===== src/rtl/ps2_keyb_rx_pkg.sv =====
// ps2_keyb_rx_pkg
//   Shared definitions for the PS/2 keyboard receiver: frame FSM state
//   encoding, the E0/F0 prefix byte values and the odd-parity check helper.
package ps2_keyb_rx_pkg;

  typedef enum logic [1:0] {
    ST_IDLE   = 2'd0,
    ST_DATA   = 2'd1,
    ST_PARITY = 2'd2,
    ST_STOP   = 2'd3
  } ps2_state_e;

  localparam logic [7:0] PS2_PREFIX_EXT = 8'hE0;
  localparam logic [7:0] PS2_PREFIX_BRK = 8'hF0;

  // PS/2 frames carry odd parity over the 8 data bits plus the parity bit.
  function automatic logic odd_parity_ok(input logic [7:0] data, input logic par);
    return ^{data, par};
  endfunction

endpackage


===== src/rtl/ps2_keyb_rx_line_filter.sv =====
// ps2_keyb_rx_line_filter
//   Brings the raw PS/2 clock into the clk domain (2-flop synchroniser), then
//   only accepts a new level after FILTER_LEN identical synchronised samples.
//   A falling edge of the filtered level gives a one-cycle fall_o pulse.
// Ports:
//   clk    in  system clock
//   rst    in  asynchronous reset, active-high (filtered level resets to 1)
//   raw_i  in  raw asynchronous line
//   fall_o out one-cycle pulse on each accepted high->low transition
module ps2_keyb_rx_line_filter #(
  parameter int FILTER_LEN = 8
) (
  input  logic clk,
  input  logic rst,
  input  logic raw_i,
  output logic fall_o
);

  localparam int CNT_W = $clog2(FILTER_LEN);

  logic [1:0]       sync_q, sync_d;
  logic             level_q, level_d;
  logic [CNT_W-1:0] cnt_q, cnt_d;
  logic             fall_q, fall_d;

  // Filter: count consecutive samples that disagree with the accepted level;
  // the FILTER_LEN-th disagreeing sample flips the level.
  always_comb begin
    sync_d = {sync_q[0], raw_i};
    if (sync_q[1] != level_q) begin
      if (cnt_q == CNT_W'(FILTER_LEN - 1)) begin
        level_d = sync_q[1];
        cnt_d   = '0;
      end else begin
        level_d = level_q;
        cnt_d   = cnt_q + CNT_W'(1);
      end
    end else begin
      level_d = level_q;
      cnt_d   = '0;
    end
    fall_d = level_q & ~level_d;
  end

  // Synchroniser, filter and edge-pulse registers.
  always_ff @(posedge clk or posedge rst) begin
    if (rst) begin
      sync_q  <= 2'b11;
      level_q <= 1'b1;
      cnt_q   <= '0;
      fall_q  <= 1'b0;
    end else begin
      sync_q  <= sync_d;
      level_q <= level_d;
      cnt_q   <= cnt_d;
      fall_q  <= fall_d;
    end
  end

  assign fall_o = fall_q;

endmodule


===== src/rtl/ps2_keyb_rx.sv =====
// ps2_keyb_rx
//   PS/2 keyboard receiver: deframes 11-bit device-to-host frames, strips
//   E0/F0 prefixes and presents one scancode per key event.
// Ports:
//   clk, rst         system clock, asynchronous active-high reset
//   clkps2, dataps2  raw PS/2 connector lines (asynchronous)
//   scancode         last decoded scancode (prefixes removed), held
//   extended         scancode was preceded by E0, held
//   released         scancode was preceded by F0, held
//   kb_int           1-cycle strobe: new scancode/extended/released valid
//   parity_err       1-cycle strobe: frame dropped on bad parity
//   frame_err        1-cycle strobe: frame dropped on bad stop bit or timeout
module ps2_keyb_rx
  import ps2_keyb_rx_pkg::*;
#(
  parameter int CLKFREQ_KHZ = 7000,
  parameter int FILTER_LEN  = 8,
  parameter int TIMEOUT_US  = 200
) (
  input  logic       clk,
  input  logic       rst,
  input  logic       clkps2,
  input  logic       dataps2,
  output logic [7:0] scancode,
  output logic       extended,
  output logic       released,
  output logic       kb_int,
  output logic       parity_err,
  output logic       frame_err
);

  localparam int TMO   = CLKFREQ_KHZ * TIMEOUT_US / 1000;
  localparam int TMO_W = $clog2(TMO + 1);

  logic             fall_s, data_s, tmo_hit_s;
  ps2_state_e       state_q, state_d;
  logic [1:0]       dsync_q, dsync_d;
  logic [2:0]       bit_cnt_q, bit_cnt_d;
  logic [7:0]       shift_q, shift_d;
  logic             par_q, par_d;
  logic [TMO_W-1:0] tmo_q, tmo_d;
  logic             ext_q, ext_d, brk_q, brk_d;
  logic [7:0]       scancode_q, scancode_d;
  logic             extended_q, extended_d, released_q, released_d;
  logic             kb_int_q, kb_int_d, parity_err_q, parity_err_d, frame_err_q, frame_err_d;

  ps2_keyb_rx_line_filter #(.FILTER_LEN(FILTER_LEN)) u_clk_filter (
    .clk    (clk),
    .rst    (rst),
    .raw_i  (clkps2),
    .fall_o (fall_s)
  );

  assign dsync_d = {dsync_q[0], dataps2};
  assign data_s  = dsync_q[1];
  // Counter value TMO-1 here means TMO cycles have elapsed since the last fall.
  assign tmo_hit_s = (state_q != ST_IDLE) && !fall_s && (tmo_q == TMO_W'(TMO - 1));

  // FSM state register.
  always_ff @(posedge clk or posedge rst) begin
    if (rst) begin
      state_q <= ST_IDLE;
    end else begin
      state_q <= state_d;
    end
  end

  // Next-state logic: advances on fall, aborts to IDLE on timeout.
  always_comb begin
    state_d = state_q;
    if (tmo_hit_s) begin
      state_d = ST_IDLE;
    end else if (fall_s) begin
      case (state_q)
        ST_IDLE:   state_d = data_s ? ST_IDLE : ST_DATA;
        ST_DATA:   state_d = (bit_cnt_q == 3'd7) ? ST_PARITY : ST_DATA;
        ST_PARITY: state_d = ST_STOP;
        ST_STOP:   state_d = ST_IDLE;
        default:   state_d = ST_IDLE;
      endcase
    end else begin
      state_d = state_q;
    end
  end

  // Output/datapath logic: shift register, timeout counter, prefix flags, strobes.
  always_comb begin
    bit_cnt_d    = bit_cnt_q;
    shift_d      = shift_q;
    par_d        = par_q;
    ext_d        = ext_q;
    brk_d        = brk_q;
    scancode_d   = scancode_q;
    extended_d   = extended_q;
    released_d   = released_q;
    kb_int_d     = 1'b0;
    parity_err_d = 1'b0;
    frame_err_d  = 1'b0;

    if ((state_q == ST_IDLE) || fall_s) begin
      tmo_d = '0;
    end else begin
      tmo_d = tmo_q + TMO_W'(1);
    end

    if (tmo_hit_s) begin
      frame_err_d = 1'b1;
      ext_d       = 1'b0;
      brk_d       = 1'b0;
    end else if (fall_s) begin
      case (state_q)
        ST_IDLE: bit_cnt_d = 3'd0;
        ST_DATA: begin
          shift_d   = {data_s, shift_q[7:1]};
          bit_cnt_d = bit_cnt_q + 3'd1;
        end
        ST_PARITY: par_d = data_s;
        ST_STOP: begin
          if (!data_s) begin
            frame_err_d = 1'b1;
            ext_d       = 1'b0;
            brk_d       = 1'b0;
          end else if (!odd_parity_ok(shift_q, par_q)) begin
            parity_err_d = 1'b1;
            ext_d        = 1'b0;
            brk_d        = 1'b0;
          end else if (shift_q == PS2_PREFIX_EXT) begin
            ext_d = 1'b1;
          end else if (shift_q == PS2_PREFIX_BRK) begin
            brk_d = 1'b1;
          end else begin
            scancode_d = shift_q;
            extended_d = ext_q;
            released_d = brk_q;
            kb_int_d   = 1'b1;
            ext_d      = 1'b0;
            brk_d      = 1'b0;
          end
        end
        default: bit_cnt_d = bit_cnt_q;
      endcase
    end else begin
      bit_cnt_d = bit_cnt_q;
    end
  end

  // Datapath and output registers.
  always_ff @(posedge clk or posedge rst) begin
    if (rst) begin
      dsync_q      <= 2'b11;
      bit_cnt_q    <= 3'd0;
      shift_q      <= 8'h00;
      par_q        <= 1'b0;
      tmo_q        <= '0;
      ext_q        <= 1'b0;
      brk_q        <= 1'b0;
      scancode_q   <= 8'h00;
      extended_q   <= 1'b0;
      released_q   <= 1'b0;
      kb_int_q     <= 1'b0;
      parity_err_q <= 1'b0;
      frame_err_q  <= 1'b0;
    end else begin
      dsync_q      <= dsync_d;
      bit_cnt_q    <= bit_cnt_d;
      shift_q      <= shift_d;
      par_q        <= par_d;
      tmo_q        <= tmo_d;
      ext_q        <= ext_d;
      brk_q        <= brk_d;
      scancode_q   <= scancode_d;
      extended_q   <= extended_d;
      released_q   <= released_d;
      kb_int_q     <= kb_int_d;
      parity_err_q <= parity_err_d;
      frame_err_q  <= frame_err_d;
    end
  end

  assign scancode   = scancode_q;
  assign extended   = extended_q;
  assign released   = released_q;
  assign kb_int     = kb_int_q;
  assign parity_err = parity_err_q;
  assign frame_err  = frame_err_q;

endmodule


===== config.mk =====
export PLATFORM = sky130hd
export DESIGN_NAME = ps2_keyb_rx
export DESIGN_NICKNAME = d
export VERILOG_FILES = /design/src/rtl/ps2_keyb_rx_pkg.sv /design/src/rtl/ps2_keyb_rx_line_filter.sv /design/src/rtl/ps2_keyb_rx.sv
export SDC_FILE = /design/constraint.sdc
export NUM_CORES = 1
export LEC_CHECK = 0
export CAP_MARGIN = 10
export CELL_PAD_IN_SITES_DETAIL_PLACEMENT = 1
export CELL_PAD_IN_SITES_GLOBAL_PLACEMENT = 2
export CORE_ASPECT_RATIO = 0.8
export CORE_UTILIZATION = 39
export DETAILED_ROUTE_END_ITERATION = 10
export PLACE_DENSITY_LB_ADDON = 0.1
export SLEW_MARGIN = 20
export SYNTH_ARGS = -nofsm -noshare
export SYNTH_HDL_FRONTEND = slang
export SYNTH_SLANG_ARGS = --single-unit
export TNS_END_PERCENT = 1

===== constraint.sdc =====
create_clock -name clk -period 2.25 [get_ports clk]
set_input_delay 0.3375 -clock clk [delete_from_list [all_inputs] [get_ports clk]]
set_output_delay 0.3375 -clock clk [all_outputs]
set_load 0.03 [all_outputs]

# ---- Word level (Yosys, flattened, before mapping)
# Index checks and enable logic that the tools add are counted.
# W data, S select, Z words.
dict set report totals {
  register_bits 49
  word_cells 94
}
dict set report op_classes {
  n_addsub 3
  n_eq_ne 11
  mux 41
  bitwise 5
  n_reduce_logical 16
}
# cell count
set op_table {}
lappend op_table {{$mux W1} 33}
lappend op_table {{$eq A8 B8 Y1 const B} 2}
lappend op_table {{$reduce_and A3 Y1} 5}
lappend op_table {{$add A11 B1 Y11 const B} 1}
lappend op_table {{$eq A11 B11 Y1 const B} 1}
lappend op_table {{$mux W11} 1}
lappend op_table {{$reduce_xor A9 Y1} 1}
lappend op_table {{$pmux W2 S4} 1}
lappend op_table {{$reduce_bool A2 Y1} 4}
lappend op_table {{$reduce_and A7 Y1} 1}
lappend op_table {{$add A3 B1 Y3 const B} 2}
lappend op_table {{$eq A3 B3 Y1 const B} 2}
lappend op_table {{$mux W2} 3}
lappend op_table {{$mux W3} 2}
lappend op_table {{$pmux W3 S2} 1}
lappend op_table {{$ne A5 B5 Y1 const B} 1}
lappend op_table {{$eq A2 B2 Y1 const B} 2}
lappend op_table {{$ne A4 B4 Y1 const B} 1}
lappend op_table {{$not A1 Y1} 4}
lappend op_table {{$eq A2 B1 Y1 const B} 1}
lappend op_table {{$logic_and A1 B1 Y1} 2}
lappend op_table {{$logic_not A2 Y1} 1}
lappend op_table {{$and A1 B1 Y1} 1}
lappend op_table {{$logic_not A1 Y1} 1}
lappend op_table {{other kinds (2)} 2}

# ---- Longest topological paths before layout
dict set report logic_depth {
  word_depth 8
  depth_mapped 6
}

# ---- Modules after synthesis
# Synthesis repeated with hierarchy kept, for this count alone.
dict set report unflattened {
  cells_unflattened 177
  hier_area_um2 2129.5
}
# module n_inst cells_per_inst area_each_um2 seq_area_each_um2
set by_module_without_submodules {}
lappend by_module_without_submodules {ps2_keyb_rx 1 161 1866.8 1053.5}
lappend by_module_without_submodules {ps2_keyb_rx_line_filter 1 16 262.8 178.9}

# ---- Worst setup path after synthesis
# OpenSTA, ideal clock, no wires.
dict set report synth_path {
  kind {reg2reg}
  startpoint {register shift_q[7]}
  endpoint {register extended_q, in the netlist extended}
  setup_ns 0.125
  t_arrival_ns 1.755
  t_required_ns 2.125
  slack_ns 0.370
  stages_incl_launch_ff 7
  path_buffers 1
  path_cell_list {dfrtp_1 -> xnor2_1 -> xnor3_1 -> xnor2_2 -> nand3b_2 -> buf_6 -> mux2_4}
}
dict set report synth_between {
  elab_chain_len 3
}
# element line
set synth_lines {}
lappend synth_lines {{start, declared} ps2_keyb_rx.sv:39} ;# logic [7:0] shift_q, shift_d;
lappend synth_lines {{start signal, assigned} ps2_keyb_rx.sv:166} ;# shift_q <= shift_d;
lappend synth_lines {{$eq A8 B8 Y1 (on tied branches)} {ps2_keyb_rx.sv:129, ps2_keyb_rx.sv:127}}
lappend synth_lines {{$not A1 Y1 (no line)} n/a}
lappend synth_lines {{$reduce_and A7 Y1 (no line) (*)} n/a}
lappend synth_lines {{end signal, assigned} ps2_keyb_rx.sv:172} ;# extended_q <= extended_d;
lappend synth_lines {{end, declared} ps2_keyb_rx.sv:44} ;# logic extended_q, extended_d, released_q, released_d;
# Mark *: on every way between the ends. The rest lies on a longest branch, timed or not.
# A chain may end at the register's enable or synchronous reset.

# ---- Worst setup path after layout
dict set report layout_path {
  startpoint {register shift_q[7]}
  endpoint {register scancode_q[7], in the netlist scancode[7]}
}
dict set report layout_between {
  elab_chain_len 3
}
# element line
set layout_lines {}
lappend layout_lines {{$eq A8 B8 Y1 (on tied branches)} {ps2_keyb_rx.sv:129, ps2_keyb_rx.sv:127}}
lappend layout_lines {{$not A1 Y1 (no line)} n/a}
lappend layout_lines {{$reduce_and A7 Y1 (no line)} n/a}
lappend layout_lines {{end signal, assigned} ps2_keyb_rx.sv:171} ;# scancode_q <= scancode_d;
lappend layout_lines {{end, declared} ps2_keyb_rx.sv:43} ;# logic [7:0] scancode_q, scancode_d;
# Several ways; a longest one is shown, not always the timed one.

==> results.rst <==
.. list-table::
   :header-rows: 1

   * - Metric
     - Value
   * - Pin count of the biggest net entering global routing
     - 30
   * - Maximum resistive drop on vdd
     - 0.318 mV
   * - Share of the cycle needed by the critical path after routing
     - 0.917
   * - Die Footprint
     - 0.00578 mm²
   * - Post-synth top flop
     - sky130_fd_sc_hd__dfrtp_1
   * - TritonCTS clock tree
     - yes
   * - Number of post-CTS setup repair buffers
     - 0
   * - Register bit total from synthesis
     - 49
   * - Number of global-route vias before repair
     - 1355
   * - Power per standard cell area
     - 665 mW/mm²
   * - Headroom to the max-slew limit
     - 0.652
   * - Summed negative setup slack over all endpoints
     - 0 ns
   * - Syn. warnings
     - 0
   * - Net count after synthesis
     - 179
   * - Drt pass-1 iters
     - 4
   * - Aggregate global-route resource usage
     - 0.151
   * - Sw Share
     - 0.200
   * - Delay-heaviest family, CP
     - XOR/XNOR gates
   * - RSZ-0062 raised after global routing
     - no
   * - Total congestion overflow after global routing
     - 0
   * - Clk root buf
     - sky130_fd_sc_hd__clkbuf_8
   * - Max stage delay on crit path
     - 0.46 ns
   * - Worst clock skew
     - 0.00442 ns
   * - Overall die height
     - 68.2 µm
   * - Number of antenna violations at the first check in global routing
     - 0
   * - Layout cells sized above 1
     - 0.198
   * - Routed Antenna Nets
     - 0
   * - Number of buffers created by CTS
     - 5
   * - Highest attainable clock frequency
     - 0.485 GHz
   * - Number of buffers on the longest clock path
     - 2
   * - Via-per-instance ratio
     - 5.00
   * - Worst-skew pair later-pin latency
     - 0.29 ns
   * - Final Slew Violations
     - 0
   * - Final wirelength
     - 3800 µm
   * - Routability congestion estimate from global placement
     - 0.681
   * - Setup Slack @ Placement
     - 0.152 ns
   * - Leading cell types by total area after synthesis
     - sky130_fd_sc_hd__dfrtp_1 52%, sky130_fd_sc_hd__mux2_4 6.3%, sky130_fd_sc_hd__dfstp_2 6.2%, sky130_fd_sc_hd__mux2_2 4.7%, sky130_fd_sc_hd__xnor2_1 4.1%
   * - Die X-Extent
     - 84.7 µm
   * - Number of hold buffers added after cts
     - 0
   * - Overall via count from detail_route
     - 1269
   * - Global-route wire length before repair
     - 6490 µm
   * - Final count of negative-setup-slack endpoints
     - 0
   * - Post-synth EDFFs
     - 0
   * - Final Hold Violating Endpoints
     - 0
   * - CP startpoint kind
     - register
   * - Clock-pin transition on the worst setup and hold timing paths
     - 0.08 ns
   * - HPWL reported at the end of detailed placement
     - 2750 µm
   * - Fraction of power consumed by the clock network
     - 0.383
   * - Cell Rows
     - 23
   * - Internal power
     - 1.32 mW
   * - Worst Slack Setup Final
     - 0.188 ns
   * - Count of cells resized by post-cts repair
     - 0
   * - Top-area cell type share of the netlist area
     - 0.516
   * - Worst Setup Path Type
     - reg2reg
   * - Leakage dissipation
     - 1.17 nW
   * - Sequential area share after synthesis
     - 0.577
   * - Sequential power share
     - 0.568
   * - Area of the core
     - 0.00515 mm²
   * - Worst-path cell chain
     - xnor2_1, xnor3_1, xnor2_2, nand3b_2, buf_4, mux2_2
   * - Net load switching power
     - 0.330 mW
   * - Max Cap Violations
     - 0
   * - Final period demand of the worst path
     - 2.06 ns
   * - Input/output buffers
     - 16
   * - Largest area contributor in the netlist
     - sky130_fd_sc_hd__dfrtp_1
   * - Synthesized instance count
     - 170
   * - Combined buffer and inverter count along the critical path
     - 1
   * - Netlist area before placement
     - 0.00214 mm²
   * - Synthesis-to-finish area growth
     - 16.3%
   * - Least-Margin Pin Slew
     - 0.520 ns
   * - CP max-delay cell
     - sky130_fd_sc_hd__xnor3_1
   * - Nets
     - 200
   * - Part of the total power dissipated in combinational logic
     - 0.049
   * - Initial core utilization
     - 0.415
   * - Total power draw
     - 1.65 mW
   * - H-tree lvl count
     - 2
   * - DRC Markers
     - 0
   * - Category of the worst setup path capture point
     - register
   * - Outcome
     - finished, final reports clean
   * - Class of the most critical hold timing path
     - reg2reg
   * - Post-Synthesis Mean Instance Area
     - 12.6 µm²
   * - Average wire length per cell after detail routing
     - 15.0 µm
   * - Count of boundary I/O pins
     - 17
   * - 1st-iter DRT viols
     - 55
   * - Count of cell types in the netlist
     - 34
   * - CP Data Required Time
     - 2.43 ns
   * - Fraction of registers with async set or reset after synthesis
     - 1.00
   * - Data arrival time of the critical path
     - 2.25 ns
   * - Diode insertion count for antenna repair
     - 0
   * - Largest driver fanout on the critical path
     - 11
   * - CTS sink cnt
     - 49
   * - Fill cell total of the finished layout
     - 552
## state kept, by name, indices dropped and copies added, names as in the netlist, 2 cells and up
| register | flops |
|---|---|
| tmo_q | 11 |
| scancode | 8 |
| shift_q | 8 |
| bit_cnt_q | 3 |
| u_clk_filter.cnt_q | 3 |
| dsync_q | 2 |
| state_q | 2 |
| u_clk_filter.sync_q | 2 |
## cell type report
| cell class | instances | area (µm²) | area share |
|---|---|---|---|
| Multi-Input combinational cell | 110 | 840 | 0.338 |
| Clock inverter | 1 | 30.0 | 0.0121 |
| Tap cell | 62 | 77.6 | 0.0312 |
| Timing Repair Buffer | 19 | 195 | 0.0786 |
| Inverter | 6 | 22.5 | 0.00907 |
| Clock buffer | 7 | 86.3 | 0.0348 |
| Sequential cell | 49 | 1230 | 0.496 |
## layer usage
metal / wire, µm / part of all wire / track usage / vias to the layer above
met5: 0 / 0 / 0 / -
met4: 58 / 0.015 / 0.0636 / 0
met3: 95 / 0.025 / 0.0362 / 7
met2: 1750 / 0.46 / 0.242 / 19
met1: 1900 / 0.50 / 0.201 / 628
li1: - / - / - / 615
## logic make-up after synthesis
logic type / share of synthesized area
xor gates and xnor gates: 0.0797
buffers and inverters: 0.0299
adders and majority gates: 0.0293
and+or+nand+nor: 0.129
AOI/OAI and AO/OA: 0.0393
muxes: 0.115
DFF: 0.577
## synth_stat cells (3+ instances only)
library cell	count
sky130_fd_sc_hd__buf_6	3
sky130_fd_sc_hd__dfstp_2	5
sky130_fd_sc_hd__dfrtp_1	44
sky130_fd_sc_hd__inv_1	6
sky130_fd_sc_hd__nor2_1	17
sky130_fd_sc_hd__mux2_4	9
sky130_fd_sc_hd__o21ai_0	8
sky130_fd_sc_hd__mux2_2	9
sky130_fd_sc_hd__xnor2_1	10
sky130_fd_sc_hd__and3_1	4
sky130_fd_sc_hd__nand3_1	5
sky130_fd_sc_hd__ha_1	5
sky130_fd_sc_hd__xor2_1	5
sky130_fd_sc_hd__a21oi_1	4
sky130_fd_sc_hd__nand2_1	11
## per-stage QoR
step                      std cells  cell area (µm²)  hold WS (ns)  utilization
after detailed placement        246             2370         0.350        0.460
after global placement          246             2370         0.348        0.460
final                           254             2480         0.360        0.482
after global routing            254             2480         0.369        0.482
after floorplan                 170             2140         0.342            -
after CTS                       254             2480         0.362        0.482
## placed cells by master (no fill, tap or decap), types with 4 or more instances in the layout
cell                              synthesis  final
sky130_fd_sc_hd__a21oi_1                  4      4
sky130_fd_sc_hd__and3_1                   4      4
sky130_fd_sc_hd__clkbuf_8                 0      6
sky130_fd_sc_hd__clkdlybuf4s50_1          0     16
sky130_fd_sc_hd__dfrtp_1                 44     44
sky130_fd_sc_hd__dfstp_2                  5      5
sky130_fd_sc_hd__ha_1                     5      5
sky130_fd_sc_hd__inv_1                    6      5
sky130_fd_sc_hd__mux2_2                   9      9
sky130_fd_sc_hd__mux2_4                   9      9
sky130_fd_sc_hd__nand2_1                 11     11
sky130_fd_sc_hd__nand3_1                  5      5
sky130_fd_sc_hd__nor2_1                  17     17
sky130_fd_sc_hd__o21ai_0                  8      8
sky130_fd_sc_hd__xnor2_1                 10     10
sky130_fd_sc_hd__xor2_1                   5      5
## worst paths after layout
kind	from	endpoint	slack (ns)	cells past startpoint
hold reg to reg	u_clk_filter.sync_q[0]	u_clk_filter.sync_q[1]	0.36	0
hold / removal	u_clk_filter.sync_q[0]	u_clk_filter.sync_q[1]	0.36	0
setup / recovery	shift_q[7]	scancode[7]	0.19	6
setup reg to reg	shift_q[7]	scancode[7]	0.19	6
max in group asynchronous	rst	bit_cnt_q[2]	1.36	3
min in group asynchronous	rst	tmo_q[2]	0.38	2
## power groups by stage
stage | clock, mW | sequential (mW) | combinational [mW]
floorplan | 0 | 0.950 | 0.0605
global placement | 0 | 0.954 | 0.0784
detailed placement | 0 | 0.956 | 0.0848
CTS | 0.658 | 0.939 | 0.0844
global route | 0.695 | 0.942 | 0.0962
finish | 0.633 | 0.939 | 0.0805
Power figures use the tool's default switching activity.
